<file path="config.mk">
export PLATFORM = sky130hd
export DESIGN_NAME = cache_ctrl_flat
export DESIGN_NICKNAME = d
export VERILOG_FILES = /design/src/rtl/cache_ctrl_if.sv /design/src/rtl/cache_ctrl.sv /design/src/flat_wrapper.sv
export SDC_FILE = /design/constraint.sdc
export NUM_CORES = 1
export LEC_CHECK = 0
export ABC_AREA = 1
export CORE_UTILIZATION = 25
export DETAILED_ROUTE_END_ITERATION = 6
export PLACE_DENSITY_LB_ADDON = 0.1
export SLEW_MARGIN = 20
export SYNTH_ARGS = -nofsm -noshare
export SYNTH_HDL_FRONTEND = slang
export SYNTH_SLANG_ARGS = --single-unit
</file>
<file path="constraint.sdc">
create_clock -name clk -period 1.7 [get_ports clk]
set_clock_uncertainty 0.05 [all_clocks]
set_input_delay 0.17 -clock clk [delete_from_list [all_inputs] [get_ports clk]]
set_output_delay 0.17 -clock clk [all_outputs]
set_load 0.1 [all_outputs]
</file>
<file path="src/rtl/cache_ctrl_if.sv">
// Bus bundle for cache_ctrl: the CPU request channel, the tag/data array
// access channel and the memory word channel.
//
//   slave  modport : the cache controller's view (it consumes CPU requests,
//                    array lookup results and memory responses, and drives
//                    completion, array commands and memory requests).
//   master modport : the environment's view (CPU, tag/data array, memory).
//
// Signal groups:
//   cpu_*  : request/completion handshake with the CPU (cpu_req held until
//            cpu_ready; cpu_ready is a one-cycle pulse with cpu_rdata).
//   arr_*  : array results (hit, hit way, LRU victim info, combinational read
//            word) and array commands (set/way/offset select, word write,
//            tag write with dirty value, LRU touch).
//   mem_*  : one word per mem_ack, writeback (mem_we=1) or refill (mem_we=0).
//   busy   : controller is not idle.
interface cache_ctrl_if #(
  parameter int ADDRESS_WIDTH = 32,
  parameter int DATA_WIDTH    = 32,
  parameter int TAG_WIDTH     = 18,
  parameter int SET_WIDTH     = 8,
  parameter int OFFSET_WIDTH  = 6,
  parameter int WAY           = 4
);
  localparam int WW = (WAY > 1) ? $clog2(WAY) : 1;

  // CPU side
  logic                     cpu_req;
  logic                     cpu_we;
  logic [ADDRESS_WIDTH-1:0] cpu_addr;
  logic [DATA_WIDTH-1:0]    cpu_wdata;
  logic                     cpu_ready;
  logic [DATA_WIDTH-1:0]    cpu_rdata;
  logic                     busy;

  // Tag/data array side
  logic                     arr_hit;
  logic [WW-1:0]            arr_hit_way;
  logic [WW-1:0]            arr_victim_way;
  logic                     arr_victim_dirty;
  logic [TAG_WIDTH-1:0]     arr_victim_tag;
  logic [DATA_WIDTH-1:0]    arr_rdata;
  logic [SET_WIDTH-1:0]     arr_set;
  logic [WW-1:0]            arr_way;
  logic [OFFSET_WIDTH-1:0]  arr_offset;
  logic [DATA_WIDTH-1:0]    arr_wdata;
  logic                     arr_data_we;
  logic                     arr_tag_we;
  logic                     arr_dirty_val;
  logic                     arr_lru_touch;

  // Memory side
  logic                     mem_req;
  logic                     mem_we;
  logic [ADDRESS_WIDTH-1:0] mem_addr;
  logic [DATA_WIDTH-1:0]    mem_wdata;
  logic                     mem_ack;
  logic [DATA_WIDTH-1:0]    mem_rdata;

  modport slave (
    input  cpu_req, cpu_we, cpu_addr, cpu_wdata,
    input  arr_hit, arr_hit_way, arr_victim_way, arr_victim_dirty,
    input  arr_victim_tag, arr_rdata,
    input  mem_ack, mem_rdata,
    output cpu_ready, cpu_rdata, busy,
    output arr_set, arr_way, arr_offset, arr_wdata, arr_data_we,
    output arr_tag_we, arr_dirty_val, arr_lru_touch,
    output mem_req, mem_we, mem_addr, mem_wdata
  );

  modport master (
    output cpu_req, cpu_we, cpu_addr, cpu_wdata,
    output arr_hit, arr_hit_way, arr_victim_way, arr_victim_dirty,
    output arr_victim_tag, arr_rdata,
    output mem_ack, mem_rdata,
    input  cpu_ready, cpu_rdata, busy,
    input  arr_set, arr_way, arr_offset, arr_wdata, arr_data_we,
    input  arr_tag_we, arr_dirty_val, arr_lru_touch,
    input  mem_req, mem_we, mem_addr, mem_wdata
  );
endinterface

</file>
<file path="src/rtl/cache_ctrl.sv">
// cache_ctrl: control FSM for a set-associative write-back, write-allocate
// cache with an external tag/data/LRU array and a word-serial memory port.
//
// Ports:
//   clk      : rising-edge clock
//   reset_n  : asynchronous active-low reset; forces IDLE and zeroes every
//              output and internal latch immediately (an in-flight burst is
//              abandoned with no further array writes)
//   bus      : cache_ctrl_if.slave (CPU, array and memory channels)
//
// Flow: IDLE accepts a request and latches it; LOOKUP either completes a hit
// or records the LRU victim; WRITEBACK streams a dirty victim block to memory
// word by word; REFILL streams the new block in word by word and then returns
// to LOOKUP so that the retry completes as an ordinary hit.
module cache_ctrl #(
  parameter int ADDRESS_WIDTH = 32,
  parameter int DATA_WIDTH    = 32,
  parameter int TAG_WIDTH     = 18,
  parameter int SET_WIDTH     = 8,
  parameter int OFFSET_WIDTH  = 6,
  parameter int WAY           = 4
) (
  input  logic         clk,
  input  logic         reset_n,
  cache_ctrl_if.slave  bus
);
  localparam int WW = (WAY > 1) ? $clog2(WAY) : 1;
  localparam logic [OFFSET_WIDTH-1:0] LAST_WORD = '1;

  typedef enum logic [1:0] {IDLE, LOOKUP, WRITEBACK, REFILL} state_t;

  state_t                  state;
  logic                    req_we;
  logic [TAG_WIDTH-1:0]    req_tag;
  logic [SET_WIDTH-1:0]    req_set;
  logic [OFFSET_WIDTH-1:0] req_offset;
  logic [DATA_WIDTH-1:0]   req_wdata;
  logic [WW-1:0]           victim_way;
  logic [TAG_WIDTH-1:0]    victim_tag;
  logic [OFFSET_WIDTH-1:0] cnt;
  logic                    ready;
  logic [DATA_WIDTH-1:0]   rdata;

  logic last_word;
  assign last_word = (cnt == LAST_WORD);

  always_ff @(posedge clk or negedge reset_n) begin
    if (!reset_n) begin
      state      <= IDLE;
      req_we     <= 1'b0;
      req_tag    <= '0;
      req_set    <= '0;
      req_offset <= '0;
      req_wdata  <= '0;
      victim_way <= '0;
      victim_tag <= '0;
      cnt        <= '0;
      ready      <= 1'b0;
      rdata      <= '0;
    end else begin
      ready <= 1'b0;
      case (state)
        IDLE: begin
          // A request still asserted while cpu_ready is showing belongs to
          // the transaction just completed, so it must not start a new one.
          if (bus.cpu_req && !ready) begin
            req_we     <= bus.cpu_we;
            req_tag    <= bus.cpu_addr[ADDRESS_WIDTH-1 -: TAG_WIDTH];
            req_set    <= bus.cpu_addr[OFFSET_WIDTH +: SET_WIDTH];
            req_offset <= bus.cpu_addr[OFFSET_WIDTH-1:0];
            req_wdata  <= bus.cpu_wdata;
            state      <= LOOKUP;
          end
        end
        LOOKUP: begin
          if (bus.arr_hit) begin
            if (!req_we) rdata <= bus.arr_rdata;
            ready <= 1'b1;
            state <= IDLE;
          end else begin
            victim_way <= bus.arr_victim_way;
            victim_tag <= bus.arr_victim_tag;
            cnt        <= '0;
            state      <= bus.arr_victim_dirty ? WRITEBACK : REFILL;
          end
        end
        WRITEBACK: begin
          // cnt wraps to zero on the final word, ready for the refill burst.
          if (bus.mem_ack) begin
            cnt <= cnt + 1'b1;
            if (last_word) state <= REFILL;
          end
        end
        REFILL: begin
          if (bus.mem_ack) begin
            cnt <= cnt + 1'b1;
            if (last_word) state <= LOOKUP;
          end
        end
        default: state <= IDLE;
      endcase
    end
  end

  assign bus.cpu_ready = ready;
  assign bus.cpu_rdata = rdata;
  assign bus.busy      = (state != IDLE);

  // Array and memory commands are decoded from the state so that array
  // writes land in the same cycle as the hit or mem_ack that causes them,
  // and memory requests hold steady until acknowledged (they depend only
  // on state and cnt, which change only on mem_ack).
  always_comb begin
    bus.arr_set       = req_set;
    bus.arr_way       = '0;
    bus.arr_offset    = '0;
    bus.arr_wdata     = '0;
    bus.arr_data_we   = 1'b0;
    bus.arr_tag_we    = 1'b0;
    bus.arr_dirty_val = 1'b0;
    bus.arr_lru_touch = 1'b0;
    bus.mem_req       = 1'b0;
    bus.mem_we        = 1'b0;
    bus.mem_addr      = '0;
    bus.mem_wdata     = '0;
    case (state)
      IDLE: ;
      LOOKUP: begin
        bus.arr_way    = bus.arr_hit_way;
        bus.arr_offset = req_offset;
        if (bus.arr_hit) begin
          bus.arr_lru_touch = 1'b1;
          if (req_we) begin
            bus.arr_data_we   = 1'b1;
            bus.arr_wdata     = req_wdata;
            bus.arr_tag_we    = 1'b1;
            bus.arr_dirty_val = 1'b1;
          end
        end
      end
      WRITEBACK: begin
        bus.mem_req    = 1'b1;
        bus.mem_we     = 1'b1;
        bus.mem_addr   = {victim_tag, req_set, cnt};
        bus.arr_way    = victim_way;
        bus.arr_offset = cnt;
        bus.mem_wdata  = bus.arr_rdata;
      end
      REFILL: begin
        bus.mem_req    = 1'b1;
        bus.mem_addr   = {req_tag, req_set, cnt};
        bus.arr_way    = victim_way;
        bus.arr_offset = cnt;
        if (bus.mem_ack) begin
          bus.arr_data_we = 1'b1;
          bus.arr_wdata   = bus.mem_rdata;
          // Installing the tag on the last word makes the retry lookup hit.
          if (last_word) bus.arr_tag_we = 1'b1;
        end
      end
    endcase
  end
endmodule

</file>
<file path="src/flat_wrapper.sv">
// flat-port wrapper written by rule: the top's interface ports become plain ports
module cache_ctrl_flat 
#(
  parameter int ADDRESS_WIDTH = 32,
  parameter int DATA_WIDTH    = 32,
  parameter int TAG_WIDTH     = 18,
  parameter int SET_WIDTH     = 8,
  parameter int OFFSET_WIDTH  = 6,
  parameter int WAY           = 4
)
  (clk, reset_n, bus_cpu_req, bus_cpu_we, bus_cpu_addr, bus_cpu_wdata, bus_arr_hit, bus_arr_hit_way, bus_arr_victim_way, bus_arr_victim_dirty, bus_arr_victim_tag, bus_arr_rdata, bus_mem_ack, bus_mem_rdata, bus_cpu_ready, bus_cpu_rdata, bus_busy, bus_arr_set, bus_arr_way, bus_arr_offset, bus_arr_wdata, bus_arr_data_we, bus_arr_tag_we, bus_arr_dirty_val, bus_arr_lru_touch, bus_mem_req, bus_mem_we, bus_mem_addr, bus_mem_wdata);
  cache_ctrl_if #(.ADDRESS_WIDTH(ADDRESS_WIDTH), .DATA_WIDTH(DATA_WIDTH), .TAG_WIDTH(TAG_WIDTH), .SET_WIDTH(SET_WIDTH), .OFFSET_WIDTH(OFFSET_WIDTH), .WAY(WAY)) bus_i ();
  input  logic clk;
  input  logic reset_n;
  input wire logic [$bits(bus_i.cpu_req)-1:0] bus_cpu_req;
  input wire logic [$bits(bus_i.cpu_we)-1:0] bus_cpu_we;
  input wire logic [$bits(bus_i.cpu_addr)-1:0] bus_cpu_addr;
  input wire logic [$bits(bus_i.cpu_wdata)-1:0] bus_cpu_wdata;
  input wire logic [$bits(bus_i.arr_hit)-1:0] bus_arr_hit;
  input wire logic [$bits(bus_i.arr_hit_way)-1:0] bus_arr_hit_way;
  input wire logic [$bits(bus_i.arr_victim_way)-1:0] bus_arr_victim_way;
  input wire logic [$bits(bus_i.arr_victim_dirty)-1:0] bus_arr_victim_dirty;
  input wire logic [$bits(bus_i.arr_victim_tag)-1:0] bus_arr_victim_tag;
  input wire logic [$bits(bus_i.arr_rdata)-1:0] bus_arr_rdata;
  input wire logic [$bits(bus_i.mem_ack)-1:0] bus_mem_ack;
  input wire logic [$bits(bus_i.mem_rdata)-1:0] bus_mem_rdata;
  output wire logic [$bits(bus_i.cpu_ready)-1:0] bus_cpu_ready;
  output wire logic [$bits(bus_i.cpu_rdata)-1:0] bus_cpu_rdata;
  output wire logic [$bits(bus_i.busy)-1:0] bus_busy;
  output wire logic [$bits(bus_i.arr_set)-1:0] bus_arr_set;
  output wire logic [$bits(bus_i.arr_way)-1:0] bus_arr_way;
  output wire logic [$bits(bus_i.arr_offset)-1:0] bus_arr_offset;
  output wire logic [$bits(bus_i.arr_wdata)-1:0] bus_arr_wdata;
  output wire logic [$bits(bus_i.arr_data_we)-1:0] bus_arr_data_we;
  output wire logic [$bits(bus_i.arr_tag_we)-1:0] bus_arr_tag_we;
  output wire logic [$bits(bus_i.arr_dirty_val)-1:0] bus_arr_dirty_val;
  output wire logic [$bits(bus_i.arr_lru_touch)-1:0] bus_arr_lru_touch;
  output wire logic [$bits(bus_i.mem_req)-1:0] bus_mem_req;
  output wire logic [$bits(bus_i.mem_we)-1:0] bus_mem_we;
  output wire logic [$bits(bus_i.mem_addr)-1:0] bus_mem_addr;
  output wire logic [$bits(bus_i.mem_wdata)-1:0] bus_mem_wdata;
  assign bus_i.cpu_req = bus_cpu_req;
  assign bus_i.cpu_we = bus_cpu_we;
  assign bus_i.cpu_addr = bus_cpu_addr;
  assign bus_i.cpu_wdata = bus_cpu_wdata;
  assign bus_i.arr_hit = bus_arr_hit;
  assign bus_i.arr_hit_way = bus_arr_hit_way;
  assign bus_i.arr_victim_way = bus_arr_victim_way;
  assign bus_i.arr_victim_dirty = bus_arr_victim_dirty;
  assign bus_i.arr_victim_tag = bus_arr_victim_tag;
  assign bus_i.arr_rdata = bus_arr_rdata;
  assign bus_i.mem_ack = bus_mem_ack;
  assign bus_i.mem_rdata = bus_mem_rdata;
  assign bus_cpu_ready = bus_i.cpu_ready;
  assign bus_cpu_rdata = bus_i.cpu_rdata;
  assign bus_busy = bus_i.busy;
  assign bus_arr_set = bus_i.arr_set;
  assign bus_arr_way = bus_i.arr_way;
  assign bus_arr_offset = bus_i.arr_offset;
  assign bus_arr_wdata = bus_i.arr_wdata;
  assign bus_arr_data_we = bus_i.arr_data_we;
  assign bus_arr_tag_we = bus_i.arr_tag_we;
  assign bus_arr_dirty_val = bus_i.arr_dirty_val;
  assign bus_arr_lru_touch = bus_i.arr_lru_touch;
  assign bus_mem_req = bus_i.mem_req;
  assign bus_mem_we = bus_i.mem_we;
  assign bus_mem_addr = bus_i.mem_addr;
  assign bus_mem_wdata = bus_i.mem_wdata;
  cache_ctrl #(.ADDRESS_WIDTH(ADDRESS_WIDTH), .DATA_WIDTH(DATA_WIDTH), .TAG_WIDTH(TAG_WIDTH), .SET_WIDTH(SET_WIDTH), .OFFSET_WIDTH(OFFSET_WIDTH), .WAY(WAY)) u_core (.clk(clk), .reset_n(reset_n), .bus(bus_i));
endmodule
</file>
# Word level (Yosys, flattened, before mapping)
# Cells that the tools add are included.
dict set report word_totals {
  regBits 126
  in_bits 157
  out_inout_bits 152
  wordCells 67
}
dict set report op_classes {
  addsub 1
  eq_ne 11
  muxes 31
  n_bitwise 2
  n_reduce_logical 11
}
# cell count
set op_table {}
lappend op_table {{32-bit 2-to-1 mux} 4}
lappend op_table {{32-bit one-hot mux with 2 select lines} 2}
lappend op_table {{6-bit one-hot mux with 2 select lines} 2}
lappend op_table {{2-bit 2-to-1 mux} 6}
lappend op_table {{6-bit 2-to-1 mux} 2}
lappend op_table {{1-bit 2-to-1 mux} 11}
lappend op_table {{2-bit by 1-bit inequality test with 1-bit output (second input constant)} 4}
lappend op_table {{2-bit one-hot mux with 4 select lines} 1}
lappend op_table {{6-bit by 1-bit adder with 6-bit output (second input constant)} 1}
lappend op_table {{6-bit equality test (second input constant)} 1}
lappend op_table {{2-bit inequality test (second input constant)} 3}
lappend op_table {{3-bit AND reduction} 2}
lappend op_table {{5-bit AND reduction} 1}
lappend op_table {{2-bit equality test (second input constant)} 2}
lappend op_table {{1-bit one-hot mux with 2 select lines} 2}
lappend op_table {{2-bit one-hot mux with 2 select lines} 1}
lappend op_table {{2-bit AND reduction} 2}
lappend op_table {{2-bit nonzero test} 2}
lappend op_table {{2-bit by 1-bit equality test with 1-bit output (second input constant)} 1}
lappend op_table {{2-bit zero test} 1}
lappend op_table {{1-bit NOT} 2}
lappend op_table {{2-bit OR reduction} 1}
lappend op_table {{1-bit logical AND} 1}
lappend op_table {{1-bit zero test} 1}

# Longest topological paths before layout
dict set report depth {
  ltp_word 4
  depth_mapped 9
  mapped_depth_nobuf 8
}

# Worst setup path after synthesis
# OpenSTA, ideal clock, no wires.
dict set report synth_path {
  path_kind {flip-flop to output port}
  start {register u_core.state[0]}
  end {output port bus_arr_offset[0]}
  arrival_time_ns 3.902
  t_required_ns 1.480
  slack_ns -2.422
  stages_incl_launch_ff 9
  n_path_buf 1
  path_cell_list {dfrtp_1 inv_1 ha_1 buf_4 nor2_8 nor2_1 a21oi_1 or2_2 inv_1}
}
dict set report synth_via {
  elab_chain_len 3
  word_cells_on_any_way 5
  cone_classes {eq/ne (3); mux (1); reduce/logical (1)}
}
# item line
set synth_lines {}
lappend synth_lines {{from (decl)} cache_ctrl.sv:32} ;# state_t state;
lappend synth_lines {{from (signal assigned)} cache_ctrl.sv:84} ;# state <= bus.arr_victim_dirty ? WRITEBACK : REFILL;
lappend synth_lines {{2-bit equality test} cache_ctrl.sv:126} ;# case (state)
lappend synth_lines {{2-bit OR reduction (no line)} --}
lappend synth_lines {{6-bit one-hot mux with 2 select lines *} cache_ctrl.sv:126}
lappend synth_lines {{to (decl)} flat_wrapper.sv:32} ;# output wire logic [$bits(bus_i.arr_offset)-1:0] bus_arr_offset;
# Every way passes the cells marked *; elsewhere a longest branch is shown, timed or not.

# Worst setup path after layout
# Same ends and word-level chain as after synthesis.

==> results.sh <==
export IMPL_tightest_slew_ns=0.445
export IMPL_viasPerCell=4.43
export IMPL_pre_cts_slack_ns=-0.163
export IMPL_synth_area_leader_cell="dfrtp_1"
export IMPL_status="finished, violations left"
export IMPL_dr_total_vias=6002
export IMPL_clkLatencyLatePin_ns=0.41
export IMPL_drc=0
export IMPL_leakagePower_nw=6.22
export IMPL_final_common_cell="buf_12"
export IMPL_maxCapViolations=0
export IMPL_drt_iter0_markers=280
export IMPL_fin_crit_ns=2.22
export IMPL_worstPathRequired_ns=1.48
export IMPL_place_area_um2=12400
export IMPL_placed_cells=1275
export IMPL_cp_end_kind="output pin"
export IMPL_critPathKind="reg2out"
export IMPL_cp_max_fo=6
export IMPL_cts_buffers=17
export IMPL_slew_headroom=0.704
export IMPL_num_nets_final=1180
export IMPL_hpwlAfterDp_um=17300
export IMPL_setup_slack_ns=-0.518
export IMPL_portBuffers=308
export IMPL_cts_tree="built"
export IMPL_synth_area_leaders="dfrtp_1, nand2_1, mux2_4"
export IMPL_hp_class="in2async"
export IMPL_instances_no_fill=1354
export IMPL_rows=57
export IMPL_design_area_um2=14200
export IMPL_seq_power_share=0.177
export IMPL_dieArea_um2=25600
export IMPL_grt_pass1_wl_um=37500
export IMPL_yosysUniqueCellTypes=27
export IMPL_setup_viol=145
export IMPL_grt_setup_unrepaired="true"
export IMPL_clock_root_buffer="clkbuf_16"
export IMPL_p_int_mw=16.3
export IMPL_gr_usage_all_layers=0.191
export IMPL_crit_arrival_ns=2.00
export IMPL_ys_seq_area_frac=0.505
export IMPL_drv_slew=0
export IMPL_grt_pass1_vias=6111
export IMPL_violations="negative setup slack"
export IMPL_final_antenna_net_count=0
export IMPL_critPathLaunchType="flop"
export IMPL_io_pin_count=309
export IMPL_swShare=0.500
export IMPL_start_util=0.256
export IMPL_die_w_um=160
export IMPL_combPwrFrac=0.704
export IMPL_power_frac_clock=0.118
export IMPL_clock_path_buffers=2
export IMPL_globalRouteOverflowTotal=0
export IMPL_ys_seq_elements=126
export IMPL_cts_htree_levels=4
export IMPL_antenna_cells=0
export IMPL_period_share=1.30
export IMPL_syn_avg_cell_area_um2=9.87
export IMPL_core_um2=24400
export IMPL_fmax_mhz=451
export IMPL_finalWirelength_um=25100
export IMPL_finalHoldViolations=0
export IMPL_die_h_um=160
export IMPL_synth_top_area_frac=0.505
export IMPL_synth_cell_area_um2=6250
export IMPL_grt_start_max_net_pins=48
export IMPL_switching_power_mw=16.3
export IMPL_yosysWarnings=0
export IMPL_first_pass_iters=4
export IMPL_cts_sink_count=126
export IMPL_peakVddDrop_uv=1270
export IMPL_syn_inst=633
export IMPL_gp_congestion=0.766
export IMPL_p_per_area_nw_per_um2=2300
export IMPL_syn_nets=796
export IMPL_finalPower_mw=32.5
export IMPL_clkTransAtPathRegs_ns=0.07
export IMPL_final_cell_mix="buf_12, clkdlybuf4s50_1, nand2_1, dfrtp_1, mux2_4"
export IMPL_antenna_found_initial=2
export IMPL_synthToLayoutAreaGrowth_pct=127
export IMPL_post_drt_wl_per_cell_um=18.5
export IMPL_layout_drive_gt1_share=0.497
## power groups by stage
stage / Sequential [mW] / Combinational [mW] / Clock [mW]
6_report: 5.77 / 22.9 / 3.85
5_1_grt: 5.93 / 23.7 / 4.08
4_1_cts: 5.75 / 22.2 / 3.95
3_5_place_dp: 5.73 / 20.8 / 0
3_3_place_gp: 5.72 / 20.7 / 0
2_1_floorplan: 8.41 / 10.3 / 0
## metrics by stage
step	hold slack, ns	setup TNS [ns]	util
global placement	0.0695	-4.32	0.507
finish	0.184	-48.62	0.581
global route	0.201	-60.38	0.581
CTS	0.187	-54.29	0.562
detailed placement	0.0731	-8.80	0.507
floorplan	-0.176	-33.32	-
## layout make-up
cell class,instances,area [um2]
Fill cell,2036,10200
Tap cell,324,405
Clock buffer,18,429
Multi-Input combinational cell,400,3540
Clock inverter,14,183
Timing Repair Buffer,408,6050
Inverter,64,404
Sequential cell,126,3160
## synth_stat cells (all sizes together)
master  number
o21ai       11
nand4        5
clkbuf      14
mux2        56
a21oi       18
nor2        32
a32o        32
nand3       38
o31ai        1
nand2      176
xor2         1
ha           6
inv         64
buf         29
a22o        18
dfrtp      126
or2          6
## logic make-up after synthesis
kind of cell | share of synthesized area
simple gates | 0.175
flops | 0.505
buf+inv | 0.0797
compound gates | 0.101
mux | 0.126
fa+ha+maj | 0.0120
xor+xnor | 0.00140
## per-layer routing
layer	vias to the layer above	global-route usage	routed length [um]	share of wire
li1	2888	-	-	-
met1	2898	0.240	10900	0.43
met2	193	0.324	12400	0.50
met3	19	0.0535	1490	0.059
met4	4	0.0468	248	0.0099
met5	-	0	26	0.0010
## worst max-delay path, cell delays in order (launching register included)
cell	delay, ns
dfrtp_2	0.47
inv_4	0.09
ha_4	0.19
nor2_8	0.07
buf_6	0.13
nor2_4	0.12
a21oi_2	0.04
or2_4	0.23
clkinvlp_4	0.08
buf_12	0.16
## registers in the layout (all words and copies together) (netlist names)
| name | flops |
|---|---|
| u_core.bus.cpu_ready | 1 |
| u_core.state | 2 |
| u_core.req_we | 1 |
| u_core.victim_tag | 18 |
| u_core.req_wdata | 32 |
| u_core.victim_way | 2 |
| u_core.bus.cpu_rdata | 32 |
| u_core.req_tag | 18 |
| u_core.bus.arr_set | 8 |
| u_core.req_offset | 6 |
| u_core.cnt | 6 |
## final timing paths
kind,from,end,slack [ns],cells after the start
setup / recovery,u_core.state[0]$_DFFE_PN0P_,bus_arr_offset[0],-0.52,9
hold / removal,reset_n,u_core.bus.cpu_rdata[6]$_DFFE_PN0P_,0.18,2
setup reg to reg,u_core.state[0]$_DFFE_PN0P_,u_core.req_wdata[24]$_DFFE_PN0P_,-0.11,8
hold reg to reg,u_core.victim_tag[2]$_DFFE_PN0P_,u_core.victim_tag[2]$_DFFE_PN0P_,0.45,2
max in group asynchronous,reset_n,u_core.req_tag[10]$_DFFE_PN0P_,0.77,3
min in group clk,bus_arr_victim_tag[13],u_core.victim_tag[13]$_DFFE_PN0P_,0.23,3
## timing repair
item / 4_1_cts / 5_1_grt
hold buffers: 1 / 0
gates cloned: 7 / 9
endpoints found under the setup margin: 206 / 194
endpoints found under the hold margin: 39 / 0
setup buffers: 19 / 18
resized for setup: 103 / 48
pin swaps: 9 / 16
Power figures use the tool's default switching activity.
